**src/rtl/fixed_to_dec_tx_pkg.sv**
```systemverilog
// Shared types and constants for the fixed-point to decimal transmitter.
// Character codes and FSM state encoding live here.
package e_calc_pkg;
    localparam int WORD_W = 16;

    localparam logic [7:0] ASC_ZERO  = 8'h30;
    localparam logic [7:0] ASC_DOT   = 8'h2E;
    localparam logic [7:0] ASC_QMARK = 8'h3F;
    localparam logic [7:0] ASC_CR    = 8'h0D;
    localparam logic [7:0] ASC_LF    = 8'h0A;

    typedef enum logic [2:0] {
        IDLE,
        INT,
        DOT,
        MUL,
        EMIT,
        CR,
        LF,
        FIN
    } tx_state_t;
endpackage

```
**src/rtl/fixed_to_dec_tx_mul10_word.sv**
```systemverilog
// One 16-bit word times ten plus a decimal carry, carry out in the top nibble.
// Purely combinational; the transmitter reuses one instance per MUL cycle.
module mul10_word
    import e_calc_pkg::*;
(
    input  logic [WORD_W-1:0] word,
    input  logic [3:0]        carry_in,
    output logic [WORD_W-1:0] word_out,
    output logic [3:0]        carry_out
);
    logic [19:0] w_ext;
    logic [19:0] p;

    assign w_ext = {4'b0000, word};
    assign p     = (w_ext << 3) + (w_ext << 1) + {16'h0000, carry_in};
    assign word_out  = p[15:0];
    assign carry_out = p[19:16];
endmodule

```
**src/rtl/fixed_to_dec_tx.sv**
```systemverilog
// Streams a multiword fixed-point value as ASCII decimal over valid/ready.
// Define FIXED_TO_DEC_TX_CRLF_EN to append CR LF after the last digit.
module fixed_to_dec_tx
    import e_calc_pkg::*;
#(
    parameter int WORDS      = 32,
    parameter int NUM_DIGITS = 100
) (
    input  logic              clk,
    input  logic              rst_n,
    input  logic              start,
    input  logic [WORD_W-1:0] fixed_data [WORDS],
    output logic              busy,
    output logic              done,
    output logic              out_valid,
    input  logic              out_ready,
    output logic [7:0]        out_char
);
    localparam int KW = (WORDS > 2) ? $clog2(WORDS) : 1;
    localparam int CW = $clog2(NUM_DIGITS + 1);

    tx_state_t         state;
    logic [WORD_W-1:0] fbuf [WORDS];
    logic [KW-1:0]     k;
    logic [3:0]        carry;
    logic [CW-1:0]     cnt;
    logic [WORD_W-1:0] mw;
    logic [3:0]        mc;
    logic              xfer;

    assign xfer = out_valid & out_ready;

    mul10_word u_mul (
        .word     (fbuf[k]),
        .carry_in (carry),
        .word_out (mw),
        .carry_out(mc)
    );

    always_ff @(posedge clk or negedge rst_n) begin
        if (!rst_n) begin
            state     <= IDLE;
            busy      <= 1'b0;
            done      <= 1'b0;
            out_valid <= 1'b0;
            out_char  <= 8'h00;
            k         <= '0;
            carry     <= '0;
            cnt       <= '0;
            for (int i = 0; i < WORDS; i++) fbuf[i] <= '0;
        end else begin
            done <= 1'b0;
            case (state)
                IDLE: begin
                    if (start) begin
                        for (int i = 0; i < WORDS; i++) fbuf[i] <= fixed_data[i];
                        busy      <= 1'b1;
                        cnt       <= '0;
                        out_valid <= 1'b1;
                        // Integer part above 9 cannot be one digit
                        if (fixed_data[WORDS-1] <= 16'd9)
                            out_char <= ASC_ZERO + fixed_data[WORDS-1][7:0];
                        else
                            out_char <= ASC_QMARK;
                        state <= INT;
                    end
                end
                INT: begin
                    if (xfer) begin
                        out_char <= ASC_DOT;
                        state    <= DOT;
                    end
                end
                DOT: begin
                    if (xfer) begin
                        out_valid <= 1'b0;
                        k         <= '0;
                        carry     <= '0;
                        state     <= MUL;
                    end
                end
                MUL: begin
                    fbuf[k] <= mw;
                    carry   <= mc;
                    if (k == KW'(WORDS - 2)) begin
                        out_valid <= 1'b1;
                        out_char  <= ASC_ZERO + {4'h0, mc};
                        state     <= EMIT;
                    end else begin
                        k <= k + 1'b1;
                    end
                end
                EMIT: begin
                    if (xfer) begin
                        cnt <= cnt + 1'b1;
                        if (cnt == CW'(NUM_DIGITS - 1)) begin
`ifdef FIXED_TO_DEC_TX_CRLF_EN
                            out_char <= ASC_CR;
                            state    <= CR;
`else
                            out_valid <= 1'b0;
                            done      <= 1'b1;
                            state     <= FIN;
`endif
                        end else begin
                            out_valid <= 1'b0;
                            k         <= '0;
                            carry     <= '0;
                            state     <= MUL;
                        end
                    end
                end
`ifdef FIXED_TO_DEC_TX_CRLF_EN
                CR: begin
                    if (xfer) begin
                        out_char <= ASC_LF;
                        state    <= LF;
                    end
                end
                LF: begin
                    if (xfer) begin
                        out_valid <= 1'b0;
                        done      <= 1'b1;
                        state     <= FIN;
                    end
                end
`endif
                FIN: begin
                    busy  <= 1'b0;
                    state <= IDLE;
                end
                default: state <= IDLE;
            endcase
        end
    end
endmodule

```
**config.mk**
```make
export PLATFORM = sky130hd
export DESIGN_NAME = fixed_to_dec_tx
export DESIGN_NICKNAME = d
export VERILOG_FILES = /design/src/rtl/fixed_to_dec_tx_pkg.sv /design/src/rtl/fixed_to_dec_tx_mul10_word.sv /design/src/rtl/fixed_to_dec_tx.sv
export SDC_FILE = /design/constraint.sdc
export NUM_CORES = 1
export LEC_CHECK = 0
export CORE_MARGIN = 2
export CORE_UTILIZATION = 59
export CTS_BUF_LIST = sky130_fd_sc_hd__clkbuf_4 sky130_fd_sc_hd__clkbuf_8
export DETAILED_ROUTE_END_ITERATION = 16
export GPL_TIMING_DRIVEN = 1
export PLACE_DENSITY = 0.87
export SKIP_CTS_REPAIR_TIMING = 1
export SYNTH_ARGS = -nofsm -noshare
export SYNTH_HDL_FRONTEND = slang
export SYNTH_SLANG_ARGS = --single-unit
```
**constraint.sdc**
```tcl
create_clock -name clk -period 8.8 [get_ports clk]
set_clock_uncertainty 0.1 [all_clocks]
set_input_delay 0.88 -clock clk [delete_from_list [all_inputs] [get_ports clk]]
set_output_delay 0.88 -clock clk [all_outputs]
set_load 0.1 [all_outputs]
```
After elaboration in Yosys (flattened, before gate mapping) --
Index checks and enable logic that the tools add are counted.
Storage, ports and cells: memory bits (read-only) 0, memories kept 0, output and inout bits 11, memory bits (writable) 0, bits in registers 542, bits in latches 0
Operators by class: bitwise gates (word level) 2, reduce and logical (&&, ||, !) cells 17, equal/unequal tests 15, multiplexer cells 40, shift-type cells 0, order comparisons 3, div/mod/pow operators 0, $mul 0, add/subtract/negate cells 6
Operator list (number):
- one-hot mux 512 bit (2 select lines) | 1
- bitwise mux 512 bit | 1
- 2-to-1 mux 512 bit | 1
- binary-select mux 16 bit (select 5 bit) | 1
- demux 16 bit (select 5 bit) | 1
- 2-to-1 mux 16 bit | 3
- 2-to-1 mux 8 bit | 4
- one-hot mux 8 bit (3 select lines) | 1
- adder 19 x 17 -> 20 bit | 1
- adder 20 x 4 -> 20 bit | 1
- 2-to-1 mux 5 bit | 4
- 2-to-1 mux 3 bit | 6
- less-or-equal comparator 16 x 4 -> 1 bit (second input constant) | 1
- one-hot mux 3 bit (5 select lines) | 1
- one-hot mux 5 bit (3 select lines) | 1
- 2-to-1 mux 7 bit | 2
- != test 2 bit (second input constant) | 7
- one-hot mux 7 bit (2 select lines) | 1
- 2-to-1 mux 4 bit | 3
- one-hot mux 4 bit (3 select lines) | 1
- AND reduction 4 bit | 3
- AND reduction 5 bit | 2
- nonzero test 3 bit | 3
- adder 6 x 8 -> 8 bit (first input constant) | 1
- other kinds (22) | 32

Longest topological paths before layout --
depth after elaboration 9, depth in mapped cells 21, gate-level depth less buffers 17

Cells and area by module --
Synthesis repeated with hierarchy kept, for this count alone.
Unflattened totals: cells, all modules 3046, area total of the unflattened synthesis 29851.1 um^2
By module, submodules not included:
- fixed_to_dec_tx | cells an instance 2907, area each 28788.9 um^2, instances 1
- mul10_word | cells an instance 139, area each 1062.3 um^2, instances 1

Worst setup path after synthesis --
Ideal clock, no wire load.
path kind register to register, start point register k[0], end point register fbuf[270] in the netlist's numbering, required time 8.572 ns, buffers on the path 6, stages on the path, launching flop included 21, data arrival time 4.384 ns, slack 4.188 ns, cells stage by stage dfrtp_1 > buf_2 > buf_6 > buf_6 > buf_6 > buf_2 > mux4_2 > a21oi_1 > o211ai_1 > ha_1 > ha_1 > inv_1 > fa_1 > nand2b_1 > a21oi_1 > a41oi_2 > o21ai_1 > a31oi_1 > xor2_1 > buf_4 > o21ai_1
Between the ends: cells in the longest elaborated chain, start to end 8, elaborated cells between the ends (all ways) 13, classes of those cells 2 x add/sub; 2 x order compare; 7 x mux; 1 x bitwise; 1 x reduce/logical
Ends and longest elaborated chain:
- start, declared | RTL line fixed_to_dec_tx.sv:24 | logic [KW-1:0] k;
- start signal, assigned | RTL line fixed_to_dec_tx.sv:90 | k <= k + 1'b1;
- inverter 5 -> 6 bit (not written as such) * | RTL line fixed_to_dec_tx.sv:34, fixed_to_dec_tx.sv:83
- binary-select mux 16 bit (select 5 bit) | RTL line fixed_to_dec_tx.sv:34 | .word (fbuf[k]),
- 2-to-1 mux 16 bit (not written as such) (2 in a row) | RTL line fixed_to_dec_tx.sv:34
- adder 19 x 17 -> 20 bit | RTL line fixed_to_dec_tx_mul10_word.sv:15 | assign p = (w_ext << 3) + (w_ext << 1) + {16'h0000, carry_in};
- adder 20 x 4 -> 20 bit | RTL line fixed_to_dec_tx_mul10_word.sv:15
- bitwise mux 512 bit * | RTL line fixed_to_dec_tx.sv:83 | fbuf[k] <= mw;
- one-hot mux 512 bit (2 select lines) * | RTL line fixed_to_dec_tx.sv:53 | case (state)
- end signal, assigned by index | RTL line fixed_to_dec_tx.sv:83
- end, declared | RTL line fixed_to_dec_tx.sv:23 | logic [WORD_W-1:0] fbuf [WORDS];
Every way passes the cells marked *; elsewhere a longest branch is shown, timed or not. The select of a mux whose other input is x is not followed. A chain may end at the register's enable or synchronous reset.

Final worst setup path --
start point register k[0], end point register fbuf[459] in the netlist's numbering
Same word-level chain as after synthesis.

==> run_results.csv <==
group,metric,value,unit
logic_synthesis,synth_edf_count,0,
logic_synthesis,yosys_register_bits,542,
logic_synthesis,ys_seq_area_frac,0.487,
hold_path,hold_class,"in2async",
critical_path,cp_data_arrival_time,6810,ps
critical_path,max_stage_delay,1090,ps
critical_path,critPathCaptureType,"flop",
detailed_routing,vias,27300,
global_route,grt_max_degree,224,
logic_synthesis,synth.distinct_cells,62,
logic_synthesis,netlist_area,27800,sq um
timing,drv_slew,0,
logic_synthesis,ys_warn_count,0,
timing,fin_setup_tns,0,ps
detailed_routing,wl_per_cell,31.6,um
final_layout,area_delta_synth_final,27.1,%
placed_design,dp_hpwl,84.1,mm
critical_path,timing.rr.end,"fbuf[459]",
critical_path,ff2ff_path_depth,15,
critical_path,crit_fanout,28,
detailed_routing,drcViolationCount,0,
critical_path,crit_required,9270,ps
logic_synthesis,syn_avg_cell_area,10.6,sq um
global_route,grt_pass1_vias,27300,
final_layout,seqCellArea,13600,sq um
final_layout,drive_gt1_frac,0.137,
critical_path,r2r_slack,2460,ps
die,fp.dieArea,48900,sq um
placed_design,port_buffers,526,
flow_run,cap_viol_max_count,0,
critical_path,crit_slowest_cell,"o31ai_4",
timing,rsz0062_at_grt,"no",
global_route,grtUsageTotal,0.481,
critical_path,r2r_start,"k[0]",
clock_tree,clkLatencyLatePin,720,ps
placed_design,gp_congestion,0.983,
clock_tree,cts_tree,"yes",
logic_synthesis,synth_xor_area_frac,0.00535,
critical_path,worst-path-buf-inv,3,
timing,max_freq,158,MHz
timing,hold_viol,0,
placed_design,dp_cells,3592,
die,fp.dieW,221,um
die,io_pins,527,
logic_synthesis,synthMuxAreaShare,0.112,
global_route,antenna_found_initial,8,
logic_synthesis,async_flop_share,1.00,
detailed_routing,first_pass_iters,9,
critical_path,cp_top_family,"compound AO/OA/AOI/OAI gates",
clock_tree,clock-sinks,542,
global_route,grt_first_pass_wirelength,175,mm
detailed_routing,wl,118,mm
clock_tree,cts_htree_levels,3,
logic_synthesis,synth_top_family_by_area,"compound AO/OA/AOI/OAI gates",
critical_path,cpMostUsedCell,"buf_4",
clock_tree,clk_path_buf_depth,3,
die,die_h,221,um
placed_design,place_area,33500,sq um
die,core,46600,sq um
timing,relSlewSlack,0.0620,
logic_synthesis,synthAdderAreaFrac,0.0185,
final_layout,nFillCells,3090,
detailed_routing,final_antenna_net_count,0,
critical_path,path_cells,"buf_4 > buf_4 > mux4_2 > a221oi_1 > nand3_1 > ha_1 > ha_1 > a21o_2 > a2bb2oi_2 > o21ai_4 > a21oi_1 > nor2b_1 > o31ai_4 > buf_4 > o21ai_0",
clock_tree,clk_pin_slew,70,ps
logic_synthesis,synth_compound_gate_area_share,0.249,
outcome,status,"finished, final reports clean",
final_layout,final_common_cell,"dfrtp_1",
logic_synthesis,yosys.area_share.simple,0.0876,
die,initial_core_util,0.598,
final_layout,final_cell_area,35400,sq um
detailed_routing,vias_per_cell,7.27,
final_layout,multiInputGateArea,13200,sq um
final_layout,final_cell_mix,"540 x dfrtp_1, 525 x clkdlybuf4s50_1, 461 x a22oi_1",
final_layout,nets,3631,
logic_synthesis,syn_nets,3182,
timing,tightestPinTransition,1410,ps
critical_path,path_class,"reg2reg",
global_route,grt-ovfl-total,0,
detailed_routing,drt-initial-drc-count,5005,
clock_tree,clk_root_buffer_cell,"clkbuf_8",
critical_path,startpoint_type,"flop",
final_layout,final_cells,3750,
clock_tree,cts_buffers,88,
timing,finalCriticalPeriod,6340,ps
timing,fin_crit_sh,0.720,
die,rows,79,
timing,setup_violations,0,
logic_synthesis,synth_flop_cell,"dfrtp_1",
logic_synthesis,syn_inst,2626,
state kept, by name, indices dropped and copies added (netlist names):
register and count:
busy 1, carry 4, cnt 7, done 1, fbuf 512, k 5, out_char 8, out_valid 1
state 3
cells in the mapped netlist, types with 5 or more instances:
| library cell | number | area, sq um |
|---|---|---|
| a31oi_1 | 5 | 31.3 |
| a22oi_1 | 461 | 3460 |
| o21ai_1 | 38 | 190 |
| nand2b_1 | 7 | 43.8 |
| xor2_1 | 7 | 61.3 |
| o21ai_2 | 30 | 263 |
| or2_2 | 16 | 100 |
| nor2b_1 | 21 | 131 |
| nor3_1 | 7 | 35.0 |
| buf_2 | 84 | 420 |
| o21ai_0 | 342 | 1710 |
| dfrtp_1 | 542 | 13600 |
| a21oi_1 | 55 | 275 |
| nand4_1 | 8 | 50.1 |
| clkbuf_1 | 129 | 484 |
| a221o_1 | 33 | 330 |
| nor2_1 | 163 | 612 |
| buf_4 | 5 | 37.5 |
| mux4_2 | 120 | 2700 |
| ha_1 | 38 | 475 |
| a22o_1 | 13 | 114 |
| buf_1 | 11 | 41.3 |
| a221oi_1 | 7 | 61.3 |
| mux2_2 | 18 | 203 |
| o22ai_1 | 6 | 37.5 |
| xnor2_1 | 10 | 87.6 |
| a21o_1 | 10 | 75.1 |
| nand3_1 | 53 | 265 |
| nand2_1 | 285 | 1070 |
| inv_1 | 19 | 71.3 |
| buf_6 | 6 | 67.6 |
| mux2i_1 | 20 | 200 |
worst reg2reg max path: cells and delay by family (launching register included):
family	cells	cell delay, ps
buffers and inverters	3	1420
and+or+nand+nor	2	290
AOI/OAI and AO/OA	7	2340
adders and majority gates	2	600
DFF	1	770
muxes	1	670
through the flow:
step / setup slack (ps) / util / hold slack (ps)
2_1_floorplan: 4190 / - / 341
3_3_place_gp: 2730 / 0.719 / 353
3_5_place_dp: 2590 / 0.719 / 360
4_1_cts: 2580 / 0.760 / 205
5_1_grt: 2250 / 0.760 / 259
6_report: 2460 / 0.760 / 159
metal layers:
metal  vias up  global-route usage  share of wire
met5         -                   0        0.00046
met4         8               0.292          0.076
met3       547               0.165           0.15
met2      2616               0.711           0.44
met1     13300               0.615           0.34
li1      10800                   -              -
final cells by class:
class,count,area share
timing repair buffer,594,0.166
inverter,19,0.00202
clock inverter,16,0.00463
multi-input combinational,1830,0.374
antenna,3,0.000212
clock buffer,139,0.0488
tap,607,0.0215
sequential,542,0.384
how the worst max path moves through the flow:
stage / startpoint / endpoint / slack, ps / cells after the start
floorplan: k[0] / fbuf[270] / 4190 / 20
global placement: k[0] / fbuf[414] / 2730 / 17
detailed placement: k[0] / fbuf[414] / 2590 / 17
CTS: k[0] / fbuf[414] / 2580 / 17
global route: k[0] / fbuf[46] / 2250 / 17
finish: k[0] / fbuf[459] / 2460 / 15
logic make-up (layout without fill, tap and decap cells):
group,count (synthesis),in the layout
AO/OA/AOI/OAI,1038,1038
XOR/XNOR,17,17
adder cells (fa/ha/maj),40,40
buffers and inverters,254,768
flip-flops,542,542
multiplexers,158,158
other,0,3
AND/OR/NAND/NOR,577,577
Power is not shown: default switching activity piles up to over one toggle a cycle in this logic, so the estimate is an artifact.
